File: config.mk
export PLATFORM = sky130hd
export DESIGN_NAME = mem_bus_arbiter
export DESIGN_NICKNAME = d
export VERILOG_FILES = /design/src/rtl/mem_bus_arbiter_pkg.sv /design/src/rtl/mem_arb_sel.sv /design/src/rtl/mem_bus_arbiter.sv
export SDC_FILE = /design/constraint.sdc
export NUM_CORES = 1
export LEC_CHECK = 0
export CAP_MARGIN = 20
export CORE_AREA = 5 5 207 209
export CTS_BUF_LIST = sky130_fd_sc_hd__clkbuf_4 sky130_fd_sc_hd__clkbuf_8 sky130_fd_sc_hd__clkbuf_16
export DETAILED_ROUTE_END_ITERATION = 10
export DIE_AREA = 0 0 212 214
export SYNTH_ARGS = -nofsm -noshare
export SYNTH_HDL_FRONTEND = slang
export SYNTH_HIERARCHICAL = 1
export SYNTH_SLANG_ARGS = --single-unit
File: constraint.sdc
create_clock -name clk -period 3.4 [get_ports clk]
set_clock_uncertainty 0.2 [all_clocks]
set_input_delay 0.34 -clock clk [delete_from_list [all_inputs] [get_ports clk]]
set_output_delay 0.34 -clock clk [all_outputs]
set_load 0.01 [all_outputs]
File: src/rtl/mem_bus_arbiter_pkg.sv
// Shared encodings for the two-client memory bus arbiter: FSM states, owner IDs,
// word-alignment mask and a width helper macro for bus-sized registers.
`ifndef MEM_ARB_REG_BUS
`define MEM_ARB_REG_BUS(W) logic [(W)-1:0]
`endif

package mem_bus_arbiter_pkg;

    localparam logic [1:0] ST_IDLE = 2'd0;
    localparam logic [1:0] ST_REQ  = 2'd1;
    localparam logic [1:0] ST_WAIT = 2'd2;
    localparam logic [1:0] ST_DONE = 2'd3;

    localparam logic OWN_IF = 1'b0;
    localparam logic OWN_ME = 1'b1;

    // Bus addresses are always 8-byte aligned; truncated to ADDR_W at use.
    localparam logic [63:0] ALIGN_MASK = ~64'h7;

endpackage

File: src/rtl/mem_arb_sel.sv
// Combinational grant selection: data side has fixed priority, a fetch
// is only granted when no flush is asserted in the same cycle.
module mem_arb_sel (
    input  logic idle,
    input  logic if_req_valid,
    input  logic if_flush,
    input  logic me_req_valid,
    output logic if_grant,
    output logic me_grant
);

    assign me_grant = idle && me_req_valid;
    assign if_grant = idle && !me_req_valid && if_req_valid && !if_flush;

endmodule

File: src/rtl/mem_bus_arbiter.sv
// Arbitrates fetch and load/store clients onto one valid/ready memory bus,
// one transaction in flight, with fetch-flush response dropping.
module mem_bus_arbiter
    import mem_bus_arbiter_pkg::*;
#(
    parameter int ADDR_W = 64,
    parameter int DATA_W = 64,
    parameter int STRB_W = 8
) (
    input  logic              clk,
    input  logic              rst,
    input  logic              if_req_valid,
    output logic              if_req_ready,
    input  logic [ADDR_W-1:0] if_addr,
    input  logic              if_flush,
    output logic              if_resp_valid,
    output logic [DATA_W-1:0] if_rdata,
    input  logic              me_req_valid,
    output logic              me_req_ready,
    input  logic              me_we,
    input  logic [ADDR_W-1:0] me_addr,
    input  logic [DATA_W-1:0] me_wdata,
    input  logic [STRB_W-1:0] me_wstrb,
    output logic              me_resp_valid,
    output logic [DATA_W-1:0] me_rdata,
    output logic              bus_req_valid,
    input  logic              bus_req_ready,
    output logic              bus_we,
    output logic [ADDR_W-1:0] bus_addr,
    output logic [DATA_W-1:0] bus_wdata,
    output logic [STRB_W-1:0] bus_wstrb,
    input  logic              bus_resp_valid,
    input  logic [DATA_W-1:0] bus_rdata,
    output logic              busy
);

    localparam logic [ADDR_W-1:0] ADDR_MASK = ADDR_W'(ALIGN_MASK);

    logic [1:0]               state_reg;
    logic [1:0]               state_next;
    logic                     owner_reg;
    logic                     we_reg;
    logic                     drop_reg;
    `MEM_ARB_REG_BUS(ADDR_W)  addr_reg;
    `MEM_ARB_REG_BUS(DATA_W)  wdata_reg;
    `MEM_ARB_REG_BUS(DATA_W)  if_rdata_reg;
    `MEM_ARB_REG_BUS(DATA_W)  me_rdata_reg;
    logic [STRB_W-1:0]        wstrb_reg;

    logic idle;
    logic if_grant;
    logic me_grant;
    logic in_done;

    // Gating with !rst keeps every handshake output quiet while reset is held.
    assign idle = !rst && (state_reg == ST_IDLE);

    mem_arb_sel u_sel (
        .idle         (idle),
        .if_req_valid (if_req_valid),
        .if_flush     (if_flush),
        .me_req_valid (me_req_valid),
        .if_grant     (if_grant),
        .me_grant     (me_grant)
    );

    always_comb begin
        state_next = state_reg;
        case (state_reg)
            ST_IDLE: if (me_grant || if_grant) state_next = ST_REQ;
            ST_REQ:  if (bus_req_ready)        state_next = ST_WAIT;
            ST_WAIT: if (bus_resp_valid)       state_next = ST_DONE;
            ST_DONE:                           state_next = ST_IDLE;
            default:                           state_next = ST_IDLE;
        endcase
    end

    always_ff @(posedge clk) begin
        if (rst) begin
            state_reg    <= ST_IDLE;
            owner_reg    <= OWN_IF;
            we_reg       <= 1'b0;
            drop_reg     <= 1'b0;
            addr_reg     <= '0;
            wdata_reg    <= '0;
            wstrb_reg    <= '0;
            if_rdata_reg <= '0;
            me_rdata_reg <= '0;
        end else begin
            state_reg <= state_next;

            if (me_grant) begin
                owner_reg <= OWN_ME;
                we_reg    <= me_we;
                addr_reg  <= me_addr;
                wdata_reg <= me_wdata;
                wstrb_reg <= me_wstrb;
            end else if (if_grant) begin
                owner_reg <= OWN_IF;
                we_reg    <= 1'b0;
                addr_reg  <= if_addr;
                wdata_reg <= '0;
                wstrb_reg <= '0;
            end

            if (state_reg == ST_WAIT && bus_resp_valid) begin
                if (owner_reg == OWN_ME) begin
                    me_rdata_reg <= we_reg ? '0 : bus_rdata;
                end else begin
                    if_rdata_reg <= bus_rdata;
                end
            end

            // A flush during DONE is handled combinationally on the pulse itself.
            if (state_reg == ST_DONE) begin
                drop_reg <= 1'b0;
            end else if ((state_reg == ST_REQ || state_reg == ST_WAIT) &&
                         owner_reg == OWN_IF && if_flush) begin
                drop_reg <= 1'b1;
            end
        end
    end

    assign in_done = !rst && (state_reg == ST_DONE);

    assign if_req_ready  = if_grant;
    assign me_req_ready  = me_grant;
    assign bus_req_valid = !rst && (state_reg == ST_REQ);
    assign bus_we        = we_reg;
    assign bus_addr      = addr_reg & ADDR_MASK;
    assign bus_wdata     = wdata_reg;
    assign bus_wstrb     = wstrb_reg;
    assign me_resp_valid = in_done && (owner_reg == OWN_ME);
    assign if_resp_valid = in_done && (owner_reg == OWN_IF) && !drop_reg && !if_flush;
    assign if_rdata      = if_rdata_reg;
    assign me_rdata      = me_rdata_reg;
    assign busy          = !rst && (state_reg != ST_IDLE);

endmodule

==> qor.yml <==
global_routing:
  grt.met1_usage_pct: 20.2
  use_met2_pct: 30.8
  grt_pass1_wl_mm: 63.6
  grt_util_all_layers_pct: 17.9
  antenna_found_initial: 7
  grt-ovfl-total: 0
  grt_use_met3_pct: 7.58
  grt_most_used_layer: "met2"
  grt_max_degree: 172
  grt_pass1_vias: 10348
place:
  place_area_um2: 16400
  place_congestion: 0.866
  post-dp-hpwl_mm: 31.7
  numPortBuffers: 533
  dp.cells: 2181
finish:
  area_delta_synth_final_pct: 63.8
  multi_input_area_um2: 4820
  nets: 1961
  nFillCells: 3984
  drive_above_1_share_pct: 8.57
  final_area_um2: 17500
  final_cells: 2240
  ff_latch_area_um2: 5330
floorplanning:
  start_util_pct: 26.3
  die_area_um2: 45400
  die_y_um: 214
  rows: 74
  core-area_um2: 40600
  ios: 543
  die_w_um: 212
clock_tree:
  post_cts_resized: 0
  cts_root_buffer: "clkbuf_16"
  clk_pin_slew_ns: 0.06
  numCtsBuffers: 31
  h-tree-depth: 1
  clk_latency_ns: 0.56
  cts.sinks: 266
  cts_tree: "yes"
  cts_max_path_buffers: 3
timing:
  setup_viol: 0
  maxSlewHeadroom_pct: 34.6
  worst_pin_slew_ns: 0.981
  tns_ns: 0
  max_freq_mhz: 325
  rsz0062_at_grt: "false"
  fin_crit_sh_pct: 90.5
  slew_viol_final: 0
  hold_violations: 0
  period_needed_ns: 3.08
worst_setup_path:
  endpoint_kind: "primary output"
  crit_arrival_ns: 2.54
  worst-r2r-cell-count: 8
  rr_startpoint: "state_reg[0]"
  critPathLaunchType: "register"
  crit_fanout: 17
  crit_required_ns: 2.86
  r2r_slack_ns: 0.82
  worstSetupPathType: "reg2out"
  r2r-end: "addr_reg[31]"
synth:
  yosys_warnings: 6
  syn_area_um2: 10700
  yosysSeqAreaShare_pct: 49.9
  avgSynthCellArea_um2: 8.93
  ys_ff_latch: 266
  syn_inst: 1195
  synth_cell_types: 28
outcome:
  status: "finished, final reports clean"
drt:
  drc_errors: 0
  viasPerCell: 4.55
  drt-initial-drc-count: 544
  routed_wl_mm: 43.4
  ant_nets: 0
  post_drt_wl_per_cell_um: 19.4
  via_count: 10198
  first_pass_iters: 5
worst_hold_path:
  holdCritStartpoint: "bus_rdata[63]"
  whs_path_depth: 3
  hold_path.class: "in2reg"
  hold_end: "if_rdata[63]"
power:
  leakagePower_nw: 6.18
  p_per_area_nw_per_um2: 523
  irDropWorstVdd_mv: 0.339
run:
  max-cap-violations: 0
placed cells by master, fill, tap and decap left out, drive strengths merged, types with 4 or more instances in the layout:
master | synthesis | final
clkdlybuf4s50 | 0 | 532
diode | 0 | 4
clkbuf | 48 | 49
nor2b | 4 | 4
inv | 5 | 6
mux2 | 61 | 61
nand2 | 193 | 193
nor2 | 137 | 137
dfxtp | 266 | 266
buf | 57 | 24
mux2i | 61 | 61
nor3b | 74 | 74
ha | 6 | 6
a21oi | 203 | 203
nand3b | 65 | 65
critical path, stage by stage (launching register included):
cell,delay [ns]
dfxtp_1,0.34
inv_1,0.13
ha_1,0.22
nor2b_1,0.19
and4bb_4,0.46
clkdlybuf4s50_1,0.63
power by group:
group	switching, W	internal (W)
clock network	0.00134	0.00206
logic	0.00101	0.00119
registers	0.000153	0.00340
Yosys cell counts (all sizes together):
master,number,share of area [%]
and3b,1,0.082
a21oi,203,9.5
inv,5,0.18
clkbuf,48,1.7
or4,1,0.070
ha,6,0.70
nand2,193,6.8
nor3,2,0.094
buf,57,3.3
nand3b,65,4.6
and2,1,0.070
conb,1,0.035
and3,3,0.18
mux2i,61,5.7
nor2b,4,0.23
dfxtp,266,50
nand3,1,0.047
mux2,61,6.4
and4bb,1,0.12
o41ai,1,0.082
o311ai,1,0.082
nor3b,74,5.2
o31ai,1,0.070
a31oi,1,0.059
nor2,137,4.8
how the worst max path moves through the flow:
stage / start / to / depth (start not counted)
finish: state_reg[0] / if_req_ready / 5
floorplan: rst / addr_reg[30] / 9
global route: rst / busy / 5
detailed placement: if_flush / addr_reg[31] / 6
CTS: rst / busy / 5
global placement: rst / busy / 4
cells by family after synthesis:
logic type / synth area share (%)
buffers and inverters: 5.13
AND/OR/NAND/NOR: 22.3
AO/OA/AOI/OAI: 9.81
adder cells (fa/ha/maj): 0.703
other: 0.0351
multiplexers: 12.2
flip-flops: 49.9
layer usage:
layer | vias to the layer above | part of all wire [%]
met2 | 404 | 48
li1 | 4991 | -
met3 | 48 | 12
met1 | 4753 | 38
met5 | - | 0.046
met4 | 2 | 2.3
layout make-up:
class,count,share of cell area [%]
Clock buffer,48,5.45
Timing Repair Buffer,558,32.1
Inverter,5,0.107
Multi-Input combinational cell,821,27.6
Clock inverter,6,0.479
Antenna cell,4,0.0573
Sequential cell,266,30.5
Tap cell,532,3.81
metrics by stage:
step | setup slack, ns | hold WS [ns] | util [%] | power [W]
finish | 0.324 | 0.156 | 43.0 | 0.00915
global route | 0.130 | 0.139 | 43.0 | 0.00962
CTS | 0.248 | 0.117 | 43.0 | 0.00928
detailed placement | 0.761 | 0.243 | 40.4 | 0.00582
global placement | 0.775 | 0.238 | 40.4 | 0.00579
floorplan | 1.19 | 0.276 | - | 0.00467
what timing repair did:
action | CTS | global route
endpoints found under the hold margin | 11 | 0
setup buffers | 0 | 0
hold buffers | 1 | 0
Note: power is estimated with default switching activity, not from simulation.
